--- src/rtl/serial_word_receiver_if.sv ---
// ---------------------------------------------------------------------------
// serial_word_receiver_if
//
// Bundles the serial input, the framing strobes and the word-side
// valid/ready handshake of serial_word_receiver.
//
// Parameter:
//   W            word width in bits (2..16); must match the receiver's W
//
// Signals:
//   si           serial data bit (from the upstream shift register output)
//   sen          bit strobe, si is sampled only when high
//   start        frame start / restart strobe
//   dout[W-1:0]  assembled word, LSB = first bit received
//   dout_valid   dout holds an unconsumed word
//   dout_ready   consumer accepts dout when dout_valid is high
//   busy         receiver is inside a frame
//   overrun      sticky, a completed word was dropped
//   perr         even-parity error attached to dout
//
// Modports:
//   master       the side that drives bits in and consumes words
//   slave        the receiver itself
// ---------------------------------------------------------------------------
interface serial_word_receiver_if #(
    parameter int W = 3
);
    logic         si;
    logic         sen;
    logic         start;
    logic [W-1:0] dout;
    logic         dout_valid;
    logic         dout_ready;
    logic         busy;
    logic         overrun;
    logic         perr;

    modport master (
        output si, sen, start, dout_ready,
        input  dout, dout_valid, busy, overrun, perr
    );

    modport slave (
        input  si, sen, start, dout_ready,
        output dout, dout_valid, busy, overrun, perr
    );
endinterface

--- src/rtl/serial_word_receiver.sv ---
// ---------------------------------------------------------------------------
// serial_word_receiver
//
// Frames the serial bit stream of an upstream parallel-load shift register
// into W-bit words, LSB first, so a word loaded upstream is reproduced
// bit-for-bit on dout. Finished words are offered on a valid/ready
// handshake; a word that completes while the previous one is still unread
// is dropped and flagged on the sticky overrun output.
//
// Optional feature (compile-time macro PARITY_EN):
//   defined   - each frame carries one extra even-parity bit after the data;
//               perr reports XOR(word, parity bit) alongside dout.
//   undefined - frames are exactly W bits and perr is tied low.
//
// Parameter:
//   W      word width, legal range 2..16
//
// Ports:
//   clk    rising-edge clock
//   clrn   asynchronous active-low clear
//   bus    serial_word_receiver_if.slave (si, sen, start, dout, dout_valid,
//          dout_ready, busy, overrun, perr)
// ---------------------------------------------------------------------------
module serial_word_receiver #(
    parameter int W = 3
) (
    input  logic                   clk,
    input  logic                   clrn,
    serial_word_receiver_if.slave  bus
);
    localparam int             CW   = $clog2(W + 1);
    localparam logic [CW-1:0]  LAST = CW'(W - 1);

`ifdef PARITY_EN
    typedef enum logic [1:0] {
        IDLE = 2'd0,
        RECV = 2'd1,
        PAR  = 2'd2
    } state_t;
`else
    typedef enum logic [1:0] {
        IDLE = 2'd0,
        RECV = 2'd1
    } state_t;
`endif

    state_t        state;
    logic [CW-1:0] cnt;
    logic [W-1:0]  shr;
    logic [W-1:0]  dout_q;
    logic          valid_q;
    logic          busy_q;
    logic          overrun_q;

    // Value the assembly register takes when a bit is sampled: new bits
    // enter at the top, so after W strobes the first bit sits in bit 0.
    logic [W-1:0]  shr_shift;
    assign shr_shift = {bus.si, shr[W-1:1]};

    // A finished word may be stored if the output slot is empty or is being
    // emptied by a handshake on this very edge.
    logic          handshake;
    logic          accept;
    assign handshake = valid_q && bus.dout_ready;
    assign accept    = !valid_q || bus.dout_ready;

    // Word completion detection and the word/parity value it delivers.
    logic          complete;
    logic [W-1:0]  word;
`ifdef PARITY_EN
    logic          word_perr;
    logic          perr_q;
`else
    // The oldest bit falls off the end on the edge that brings in the last
    // one, so without a parity phase shr[0] is never read.
    logic          shr_lsb_unused;
    assign shr_lsb_unused = shr[0];
`endif

    always_comb begin
        // NOTE: every output of this block gets a default before the case so
        // no path leaves a signal unassigned and no latch is inferred.
        complete = 1'b0;
        word     = shr_shift;
`ifdef PARITY_EN
        word_perr = 1'b0;
`endif
        case (state)
`ifdef PARITY_EN
            PAR: begin
                // Data bits are already in shr; this strobe carries parity.
                word      = shr;
                word_perr = (^shr) ^ bus.si;
                complete  = !bus.start && bus.sen;
            end
`else
            RECV: begin
                complete = !bus.start && bus.sen && (cnt == LAST);
            end
`endif
            default: ;
        endcase
    end

    always_ff @(posedge clk or negedge clrn) begin
        // NOTE: all state here uses non-blocking assignments so every
        // register samples the pre-edge values, independent of statement order.
        if (!clrn) begin
            state     <= IDLE;
            cnt       <= '0;
            shr       <= '0;
            dout_q    <= '0;
            valid_q   <= 1'b0;
            busy_q    <= 1'b0;
            overrun_q <= 1'b0;
`ifdef PARITY_EN
            perr_q    <= 1'b0;
`endif
        end else begin
            case (state)
                IDLE: begin
                    if (bus.start) begin
                        state  <= RECV;
                        cnt    <= '0;
                        busy_q <= 1'b1;
                    end
                end

                RECV: begin
                    if (bus.start) begin
                        // Restart: stale bits in shr are overwritten by the
                        // W fresh bits the new frame must deliver anyway.
                        cnt <= '0;
                    end else if (bus.sen) begin
                        shr <= shr_shift;
                        cnt <= cnt + CW'(1);
                        if (cnt == LAST) begin
`ifdef PARITY_EN
                            state  <= PAR;
`else
                            state  <= IDLE;
                            busy_q <= 1'b0;
`endif
                        end
                    end
                end

`ifdef PARITY_EN
                PAR: begin
                    if (bus.start) begin
                        state <= RECV;
                        cnt   <= '0;
                    end else if (bus.sen) begin
                        state  <= IDLE;
                        busy_q <= 1'b0;
                    end
                end
`endif

                default: begin
                    state  <= IDLE;
                    busy_q <= 1'b0;
                end
            endcase

            // Output slot: a completion takes priority over a plain
            // handshake; a completion that cannot be stored is an overrun.
            if (complete) begin
                if (accept) begin
                    dout_q  <= word;
                    valid_q <= 1'b1;
`ifdef PARITY_EN
                    perr_q  <= word_perr;
`endif
                end else begin
                    overrun_q <= 1'b1;
                end
            end else if (handshake) begin
                valid_q <= 1'b0;
            end
        end
    end

    assign bus.dout       = dout_q;
    assign bus.dout_valid = valid_q;
    assign bus.busy       = busy_q;
    assign bus.overrun    = overrun_q;
`ifdef PARITY_EN
    assign bus.perr       = perr_q;
`else
    assign bus.perr       = 1'b0;
`endif

endmodule

--- src/flat_wrapper.sv ---
// flat-port wrapper written by rule: the top's interface ports become plain ports
module serial_word_receiver_flat 
#(
    parameter int W = 3
)
  (clk, clrn, bus_si, bus_sen, bus_start, bus_dout_ready, bus_dout, bus_dout_valid, bus_busy, bus_overrun, bus_perr);
  serial_word_receiver_if #(.W(W)) bus_i ();
  input  logic clk;
  input  logic clrn;
  input wire logic [$bits(bus_i.si)-1:0] bus_si;
  input wire logic [$bits(bus_i.sen)-1:0] bus_sen;
  input wire logic [$bits(bus_i.start)-1:0] bus_start;
  input wire logic [$bits(bus_i.dout_ready)-1:0] bus_dout_ready;
  output wire logic [$bits(bus_i.dout)-1:0] bus_dout;
  output wire logic [$bits(bus_i.dout_valid)-1:0] bus_dout_valid;
  output wire logic [$bits(bus_i.busy)-1:0] bus_busy;
  output wire logic [$bits(bus_i.overrun)-1:0] bus_overrun;
  output wire logic [$bits(bus_i.perr)-1:0] bus_perr;
  assign bus_i.si = bus_si;
  assign bus_i.sen = bus_sen;
  assign bus_i.start = bus_start;
  assign bus_i.dout_ready = bus_dout_ready;
  assign bus_dout = bus_i.dout;
  assign bus_dout_valid = bus_i.dout_valid;
  assign bus_busy = bus_i.busy;
  assign bus_overrun = bus_i.overrun;
  assign bus_perr = bus_i.perr;
  serial_word_receiver #(.W(W)) u_core (.clk(clk), .clrn(clrn), .bus(bus_i));
endmodule
--- config.mk ---
export PLATFORM = sky130hd
export DESIGN_NAME = serial_word_receiver_flat
export DESIGN_NICKNAME = d
export VERILOG_FILES = /design/src/rtl/serial_word_receiver_if.sv /design/src/rtl/serial_word_receiver.sv /design/src/flat_wrapper.sv
export SDC_FILE = /design/constraint.sdc
export NUM_CORES = 1
export LEC_CHECK = 0
export CAP_MARGIN = 20
export CORE_UTILIZATION = 30
export CTS_CLUSTER_SIZE = 14
export DETAILED_ROUTE_END_ITERATION = 16
export GPL_ROUTABILITY_DRIVEN = 0
export GPL_TIMING_DRIVEN = 1
export PLACE_DENSITY_LB_ADDON = 0.05
export RECOVER_POWER = 100
export SYNTH_ARGS = -nofsm -noshare
export SYNTH_HDL_FRONTEND = slang
export SYNTH_SLANG_ARGS = --single-unit
export TNS_END_PERCENT = 5
--- constraint.sdc ---
create_clock -name clk -period 1.5 [get_ports clk]
set_input_delay 0.3 -clock clk [delete_from_list [all_inputs] [get_ports clk]]
set_output_delay 0.3 -clock clk [all_outputs]
set_load 0.05 [all_outputs]
* Yosys cells after proc, flatten, opt, wreduce, memory -nomap -nowiden
Cells that the tools add are included.
** Word-level totals
- Register bits after elaboration :: 13
- Bits of input ports :: 6
- Output and inout bits :: 7
- Logic and storage cells :: 51
** Cells by class
- $add $sub $neg :: 1
- Eq/ne operators :: 8
- Mux-type cells :: 18
- Bitwise logic cells :: 2
- Reduce and logical (&&, ||, !) cells :: 15
** Operators by type and width (count)
- 2-to-1 mux 2 bit :: 7
- 2-to-1 mux 1 bit :: 8
- case mux 2 bit (2 select lines) :: 2
- != test 2 bit (second input constant) :: 3
- AND reduction 2 bit :: 3
- AND reduction 3 bit :: 2
- != test 2 x 1 -> 1 bit (second input constant) :: 2
- AND reduction 4 bit :: 1
- nonzero test 2 bit :: 2
- logical AND 1 bit :: 3
- != test 3 bit (second input constant) :: 1
- adder 2 x 1 -> 2 bit (second input constant) :: 1
- == test 2 x 1 -> 1 bit (second input constant) :: 1
- == test 2 bit (second input constant) :: 1
- logical NOT 1 bit :: 2
- logical NOT 2 bit :: 1
- inverter 1 bit :: 2
- case mux 1 bit (2 select lines) :: 1
- logical OR 1 bit :: 1

* Depth between registers and ports, before layout
Gate-level depths: netlist of the first run.
- Depth after elaboration :: 6
- Mapped depth :: 5
- Depth with buffers taken out :: 5

* Worst setup path after synthesis of the first run
OpenSTA, ideal clock, no wires.
- Path type :: register -> register
- Start :: register, netlist name u_core.bus.busy
- End :: register u_core.shr[2]
- Library setup time :: 0.125 ns
- Data arrival time :: 1.383 ns
- Data required time :: 1.375 ns
- Slack :: -0.008 ns
- Stages on the path, launching flop included :: 4
- Path buffers :: 0
- Clock period less this slack :: 1.508 ns
- Cells stage by stage :: dfrtp_1 > nand2_1 > nor2_1 > mux2_2
** RTL lines
- to (signal assigned) :: line serial_word_receiver.sv:135 : shr <= shr_shift;
- to (decl) :: line serial_word_receiver.sv:49 : logic [W-1:0] shr;

* Worst setup path after layout of the first run
- Start :: input bus_sen
- End :: register u_core.shr[1]
** On the way
- Word-level cells in the longest chain between the ends :: 1
** Ends and longest elaborated chain
- from (decl) :: line flat_wrapper.sv:11 : input wire logic [$bits(bus_i.sen)-1:0] bus_sen;
- AND reduction 3 bit (no source line)
Every way passes these cells.
A chain may end at the register's enable or synchronous reset.

==> PnR_summary.wiki, run 1 <==
{| class="wikitable"
! Metric !! Value
|-
| Post-synthesis area per instance || 13.5 sq um
|-
| Clock tree from TritonCTS || yes
|-
| Clk Latency, worst-skew pair || 0.26 ns
|-
| Multiplexer share of the synthesized area || 0.130
|-
| Leakage power total || 0.323 nW
|-
| Setup skew after layout || 0.00372 ns
|-
| Highest achievable clock rate || 0.711 GHz
|-
| Post-route cell area || 603 sq um
|-
| Largest fanout on the critical path || 2
|-
| Share of the clock period used by the worst path || 0.937
|-
| Post-CTS clock slew at the launch and capture registers of the worst setup and hold paths || 0.06 ns
|-
| Portion of the post-synthesis area used by sequential elements || 0.580
|-
| Classification of the worst-slack hold path || in2async
|-
| Hpwl dp || 666 microns
|-
| Post-route worst hold slack || 0.422 ns
|-
| Number of I/O port buffers || 11
|-
| Diode insertion count for antenna repair || 0
|-
| Flip-flop and latch count after synthesis || 10
|-
| Horizontal die dimension || 39.9 microns
|-
| Violation count after the first detailed-routing iteration || 3
|-
| Detailed-route vias per instance || 4.53
|-
| Wire length of the first global-routing pass || 1.21 mm
|-
| Area growth from synthesis to layout || 39.7%
|-
| Type of origin of the critical path || input port
|-
| Nets || 57
|-
| RSZ-0062 raised after global routing || no
|-
| Synthesized-area fraction occupied by adder cells || 0.0290
|-
| Total setup buffers inserted after CTS || 0
|-
| Number of synthesis warnings || 0
|-
| Transition time at the pin with the least slew margin || 0.506 ns
|-
| Critical path's largest stage delay || 0.60 ns
|-
| Cts bufs inserted || 3
|-
| DR WL/cell || 12.5 microns
|-
| Critical path data required time || 1.64 ns
|-
| Total GRT Usage || 0.128
|-
| Max rail drop VDD || 0.000634 V
|-
| Cell taking the most area after synthesis || dfrtp_1
|-
| Remaining routing DRC violations || 0
|-
| Crit path time final || 1.41 ns
|-
| Vertical die dimension || 39.9 microns
|-
| Portion of synthesized cell area occupied by the leading cell type || 0.580
|-
| Number of top-level pins || 13
|-
| Run status || complete, no violations
|-
| Iteration count of the initial detailed-routing pass || 4
|-
| Total buffers and inverters traversed by the critical path || 1
|-
| Hold violation total from the final report || 0
|-
| Buffer levels on the longest clock path || 2
|-
| Total core area || 0.00132 sq mm
|-
| Placed instance area || 637 sq um
|-
| Number of nets produced by synthesis || 39
|-
| Post-CTS Hold Fix Bufs || 0
|-
| Fraction of the mapped netlist area in simple logic gates || 0.159
|-
| Ranking of synthesized cells by area || dfrtp_1 58%, mux2_2 13%, nand4b_4 5.5%
|-
| Overall die area || 0.00159 sq mm
|-
| Ordered list of cells on the worst path || dlygate4sd3_1, nand2_1, nor2_1, mux2_2
|-
| Antenna viol nets, final || 0
|-
| Final count of negative-setup-slack endpoints || 0
|-
| Total detailed-routing wirelength || 801 microns
|-
| Maximum number of pins on one net before global-route repair || 11
|-
| Post-Synthesis Cells || 32
|-
| Class of the most critical setup path || in2reg
|-
| Final Power || 0.856 mW
|-
| Via count of the first global-routing pass || 293
|-
| Remaining global-route overflow || 0
|-
| Library cells used by synthesis || 16
|-
| Post-Route Setup TNS || 0 ns
|-
| Antenna violations before repair || 0
|-
| Overall via count from detail_route || 290
|-
| Synthesized-area fraction occupied by xor and xnor cells || 0.0203
|-
| Final Max Tran Viols || 0
|-
| Dominant combinational cell family by area after synthesis || simple AND/OR/NAND/NOR gates
|-
| PostCTS Resize Cnt || 0
|-
| Slew headroom || 0.662
|-
| Cell with the largest stage delay on the worst path || dlygate4sd3_1
|-
| Cell chosen for the clock root || clkbuf_4
|-
| CTS sink count || 10
|-
| Max cap viols || 0
|-
| Share of layout cells above drive strength 1 || 0.306
|-
| Endpoint arrival time on the critical path || 1.55 ns
|-
| Starting density of the core || 0.328
|-
| Endpoint class of the critical path || flip-flop
|-
| Compound-cell area share of the yosys netlist || 0.0464
|-
| PD cells || 1420 mW/mm^2
|-
| Category of cells accounting for the largest share of critical-path delay || buffers and inverters
|-
| Combined area of all synthesized cells || 432 sq um
|-
| Rows || 13
|-
| H-tree depth reported by CTS || 1
|}
Yosys cell counts:
cell type / count
buf_4: 1
conb_1: 1
mux2_2: 5
ha_1: 1
nand2b_1: 1
or2_0: 1
nor2b_4: 1
a21oi_1: 1
nand2_1: 3
inv_1: 1
o21a_1: 1
o21bai_1: 1
xnor2_1: 1
nor2_1: 2
dfrtp_1: 10
nand4b_4: 1
state kept, by name (all words and copies together) (netlist names):
signal	flops
u_core.bus.dout_valid	1
u_core.bus.busy	1
u_core.bus.dout	3
u_core.cnt	2
u_core.shr	2
u_core.bus.overrun	1
report_power, final:
| part | internal (mW) | switching, mW | leakage, nW |
|---|---|---|---|
| combinational | 0.114 | 0.199 | 0.182 |
| sequential | 0.327 | 0.0308 | 0.125 |
| clock | 0.102 | 0.0833 | 0.0150 |
| total | 0.543 | 0.313 | 0.323 |
per-layer routing:
metal	global-route usage	share of wire
met1	0.123	0.40
met2	0.214	0.55
met3	0.0500	0.045
met4	0.103	0
met5	0	0
path summary, 6_finish.rpt:
| check | cells after the start | to | start | slack, ns |
|---|---|---|---|---|
| max | 4 | u_core.shr[1] | bus_sen | 0.09 |
| min | 1 | u_core.bus.dout[1] | clrn | 0.42 |
| max reg2reg | 5 | u_core.bus.dout[1] | u_core.cnt[0] | 0.11 |
| min reg2reg | 1 | u_core.bus.overrun | u_core.bus.overrun | 0.49 |
| max in group asynchronous | 1 | u_core.bus.busy | clrn | 0.75 |
| min in group clk | 1 | u_core.bus.overrun | u_core.bus.overrun | 0.49 |
cell families (layout without fill, tap and decap cells):
logic type	after synthesis	in the layout
mux	5	5
other cells	1	1
flops	10	10
buf+inv	2	19
fa+ha+maj	1	1
simple gates	9	9
xor+xnor	1	1
compound gates	3	3
stage by stage:
stage	util	worst slack, ns	cells
after floorplan	-	0.150	32
after global placement	0.483	-0.0781	60
after detailed placement	0.483	-0.116	60
after CTS	0.503	0.0845	64
after global routing	0.458	0.0113	64
final	0.458	0.0941	64
final cells by class:
cell class / instances / area [sq um]
clock buffers: 4 / 26.3
repair buffers: 14 / 133
multi-input cells: 20 / 170
flip-flops and latches: 10 / 251
inverters: 1 / 3.75
fillers: 119 / 714
well taps: 15 / 18.8
worst register-to-register path, delay by kind of cell, from the launching register on:
| family | cells | cell delay [ns] |
|---|---|---|
| flip-flops | 1 | 0.36 |
| multiplexers | 1 | 0.35 |
| AND/OR/NAND/NOR | 2 | 0.30 |
| adder cells (fa/ha/maj) | 1 | 0.20 |
| buffers and inverters | 1 | 0.08 |
cell usage in the layout (no fill, tap or decap):
cell type and count:
a21oi_1 1, buf_12 1, buf_4 1, clkbuf_1 3
clkbuf_2 2, clkbuf_4 3, clkdlybuf4s50_1 3, conb_1 1
dfrtp_1 9, dfrtp_2 1, dlygate4sd3_1 2, dlymetal6s2s_1 3
ha_1 1, inv_1 1, mux2_2 5, nand2_1 3
nand2b_1 1, nand4b_4 1, nor2_1 2, nor2b_4 1
o21a_1 1, o21bai_1 1, or2_0 1, xnor2_1 1
(Power assumes the default switching activity.)
==> run 2, diff against run 1 <==
--- a/config.mk
+++ b/config.mk
@@ -7,6 +7,8 @@
 export LEC_CHECK = 0
 export CAP_MARGIN = 20
 export CORE_UTILIZATION = 30
+export CTS_BUF_LIST = sky130_fd_sc_hd__clkbuf_4
+export CTS_CLUSTER_DIAMETER = 150
 export CTS_CLUSTER_SIZE = 14
 export DETAILED_ROUTE_END_ITERATION = 16
 export GPL_ROUTABILITY_DRIVEN = 0
==> constraint.sdc (replaced) <==
create_clock -name clk -period 1.55 [get_ports clk]
set_input_delay 0.31 -clock clk [delete_from_list [all_inputs] [get_ports clk]]
set_output_delay 0.31 -clock clk [all_outputs]
set_load 0.05 [all_outputs]
==> PnR_summary.wiki, run 2 (same netlist as run 1, synthesis figures left out) <==
{| class="wikitable"
! Metric !! Value
|-
| Max cap viols || 0 (unchanged)
|-
| Share of layout cells above drive strength 1 || 0.250 (-0.0561)
|-
| Critical path's largest stage delay || 0.61 ns (about the same)
|-
| Share of the clock period used by the worst path || 0.915
|-
| Reg-to-Reg Start || u_core.cnt[0]
|-
| Most frequent cells in the layout || 10 x dfrtp_1, 5 x mux2_2, 5 x dlymetal6s2s_1
|-
| Final Power || 0.826 mW (-3.5%)
|-
| Iteration count of the initial detailed-routing pass || 2 (-2)
|-
| Number of I/O port buffers || 11 (unchanged)
|-
| Part of the total power dissipated in combinational logic || 0.375 (+0.010)
|-
| Total GRT Usage || 0.124 (-0.00440)
|-
| Highest achievable clock rate || 0.705 GHz
|-
| Post-CTS clock slew at the launch and capture registers of the worst setup and hold paths || 0.06 ns (about the same)
|-
| Rows || 13 (unchanged)
|-
| Critical path data required time || 1.69 ns (+0.05 ns)
|-
| Number of top-level pins || 13 (unchanged)
|-
| Internal power component || 0.522 mW (-3.8%)
|-
| Leakage power total || 0.345 nW (+7.1%)
|-
| Vertical die dimension || 39.9 microns (unchanged)
|-
| Endpoint class of the critical path || flip-flop
|-
| Antenna violations before repair || 0 (unchanged)
|-
| Diode insertion count for antenna repair || 0 (unchanged)
|-
| Overall die area || 0.00159 sq mm (unchanged)
|-
| Fraction of power spent switching nets || 0.368 (+0.00224)
|-
| Crit path time final || 1.42 ns
|-
| Total setup buffers inserted after CTS || 0 (unchanged)
|-
| RSZ-0062 raised after global routing || no
|-
| Post-Place Worst Slack || -0.0724 ns (+0.0434 ns)
|-
| Slew headroom || 0.656 (-0.00581)
|-
| Detailed-route vias per instance || 4.63 (+2.3%)
|-
| Clock tree from TritonCTS || yes
|-
| Remaining routing DRC violations || 0 (unchanged)
|-
| Type of origin of the critical path || input port
|-
| Maximum number of pins on one net before global-route repair || 11 (unchanged)
|-
| Setup skew after layout || 0.00262 ns (-0.00110 ns)
|-
| Area growth from synthesis to layout || 38.6%
|-
| Violation count after the first detailed-routing iteration || 4 (+1)
|-
| Via count of the first global-routing pass || 304 (+3.8%)
|-
| Cell with the largest stage delay on the worst path || dlygate4sd3_1
|-
| Clock network fraction of design power || 0.208 (-0.009)
|-
| Placed instance area || 636 sq um (-0.20%)
|-
| Antenna viol nets, final || 0 (unchanged)
|-
| Starting density of the core || 0.328 (unchanged)
|-
| PostCTS Resize Cnt || 0 (unchanged)
|-
| Total detailed-routing wirelength || 776 microns (-3.1%)
|-
| Post-route cell area || 598 sq um (-0.83%)
|-
| Fraction of power consumed by sequential logic || 0.417 (about the same)
|-
| Run status || complete, no violations
|-
| Commonest non-fill, non-tap cell in the layout || dfrtp_1
|-
| Worst Slack Setup Final || 0.132 ns (+0.0379 ns)
|-
| Nets || 57 (unchanged)
|-
| Endpoint arrival time on the critical path || 1.56 ns (about the same)
|-
| Final count of negative-setup-slack endpoints || 0 (unchanged)
|-
| Class of the most critical setup path || in2reg
|-
| Cell chosen for the clock root || clkbuf_4
|-
| Total core area || 0.00132 sq mm (unchanged)
|-
| Hold violation total from the final report || 0 (unchanged)
|-
| Cts bufs inserted || 3 (unchanged)
|-
| Final Max Tran Viols || 0 (unchanged)
|-
| Post-CTS Hold Fix Bufs || 0 (unchanged)
|-
| FF-to-FF setup slack || 0.15 ns (+0.04 ns)
|-
| Classification of the worst-slack hold path || in2async
|-
| Depth of the most critical reg-to-reg path || 5 (unchanged)
|-
| Max reg flops || 3 (unchanged)
|-
| Clk Latency, worst-skew pair || 0.26 ns (about the same)
|-
| Horizontal die dimension || 39.9 microns (unchanged)
|-
| Transition time at the pin with the least slew margin || 0.515 ns (+0.00870 ns)
|-
| Overall via count from detail_route || 292 (+0.69%)
|-
| Final standard cell utilization of the core || 0.454 (-0.00380)
|-
| H-tree depth reported by CTS || 1 (unchanged)
|-
| DR WL/cell || 12.3 microns (-1.6%)
|-
| Wire length of the first global-routing pass || 1.24 mm (+2.3%)
|-
| Switching power summed over all nets || 0.304 mW (-2.9%)
|-
| Buffer levels on the longest clock path || 2 (unchanged)
|-
| Ordered list of cells on the worst path || dlygate4sd3_1, nand4b_4, nor2b_4, mux2_2
|-
| Max rail drop VDD || 0.000568 V (-10%)
|-
| Largest fanout on the critical path || 3 (+1)
|-
| CTS sink count || 10 (unchanged)
|-
| PD cells || 1380 mW/mm^2 (-2.6%)
|-
| Post-Route Setup TNS || 0 ns (unchanged)
|-
| Endpoint of the worst register-to-register path || u_core.bus.dout[0]
|-
| Remaining global-route overflow || 0 (unchanged)
|}
## run 2: changes by cell type in the layout (fill, tap and decap cells not counted), sizes merged
cell / change
clkbuf: -2
buf: -1
dlymetal6s2s: +2
## run 2: per-layer routing
metal  up-vias  routed length [microns]  global-route usage
met3         0                       43              0.0333
li1        138                        -                   -
met5         -                        0                   0
met1       148                      312               0.138
met2         6                      420               0.206
met4         0                        0              0.0776
## run 2: cell type report
cell class,count,area (sq um)
fill,127,719
tap,15,18.8
timing repair buffer,14,133
sequential,10,250
clock buffer,3,22.5
multi-input combinational,20,170
inverter,1,3.75
## run 2: through the flow
step                std cells  hold WS (ns)
finish                     63         0.438
CTS                        63         0.377
detailed placement         60         0.502
global route               63         0.448
global placement           60         0.487
floorplan                  32        0.0144
## run 2: how the worst max path moves through the flow
stage,end,startpoint,cells after the start
after floorplan,u_core.shr[2],u_core.bus.busy,3
after CTS,u_core.bus.dout[0],u_core.cnt[0],5
after detailed placement,u_core.bus.dout[0],bus_sen,4
after global routing,u_core.bus.dout[2],u_core.cnt[0],5
final,u_core.bus.dout[0],bus_sen,4
after global placement,u_core.bus.dout[0],bus_sen,4
## run 2: worst max-delay path, delay by kind of cell
family / cells / cell delay (ns)
buffers and inverters: 1 / 0.61
multiplexers: 1 / 0.35
AND/OR/NAND/NOR: 2 / 0.30
## run 2: power groups by stage
stage          clock [mW]  sequential (mW)  combinational, mW
2_1_floorplan           0            0.479             0.0739
3_3_place_gp            0            0.369              0.394
3_5_place_dp            0            0.371              0.400
4_1_cts             0.174            0.367              0.401
5_1_grt             0.193            0.353              0.328
6_report            0.172            0.345              0.310
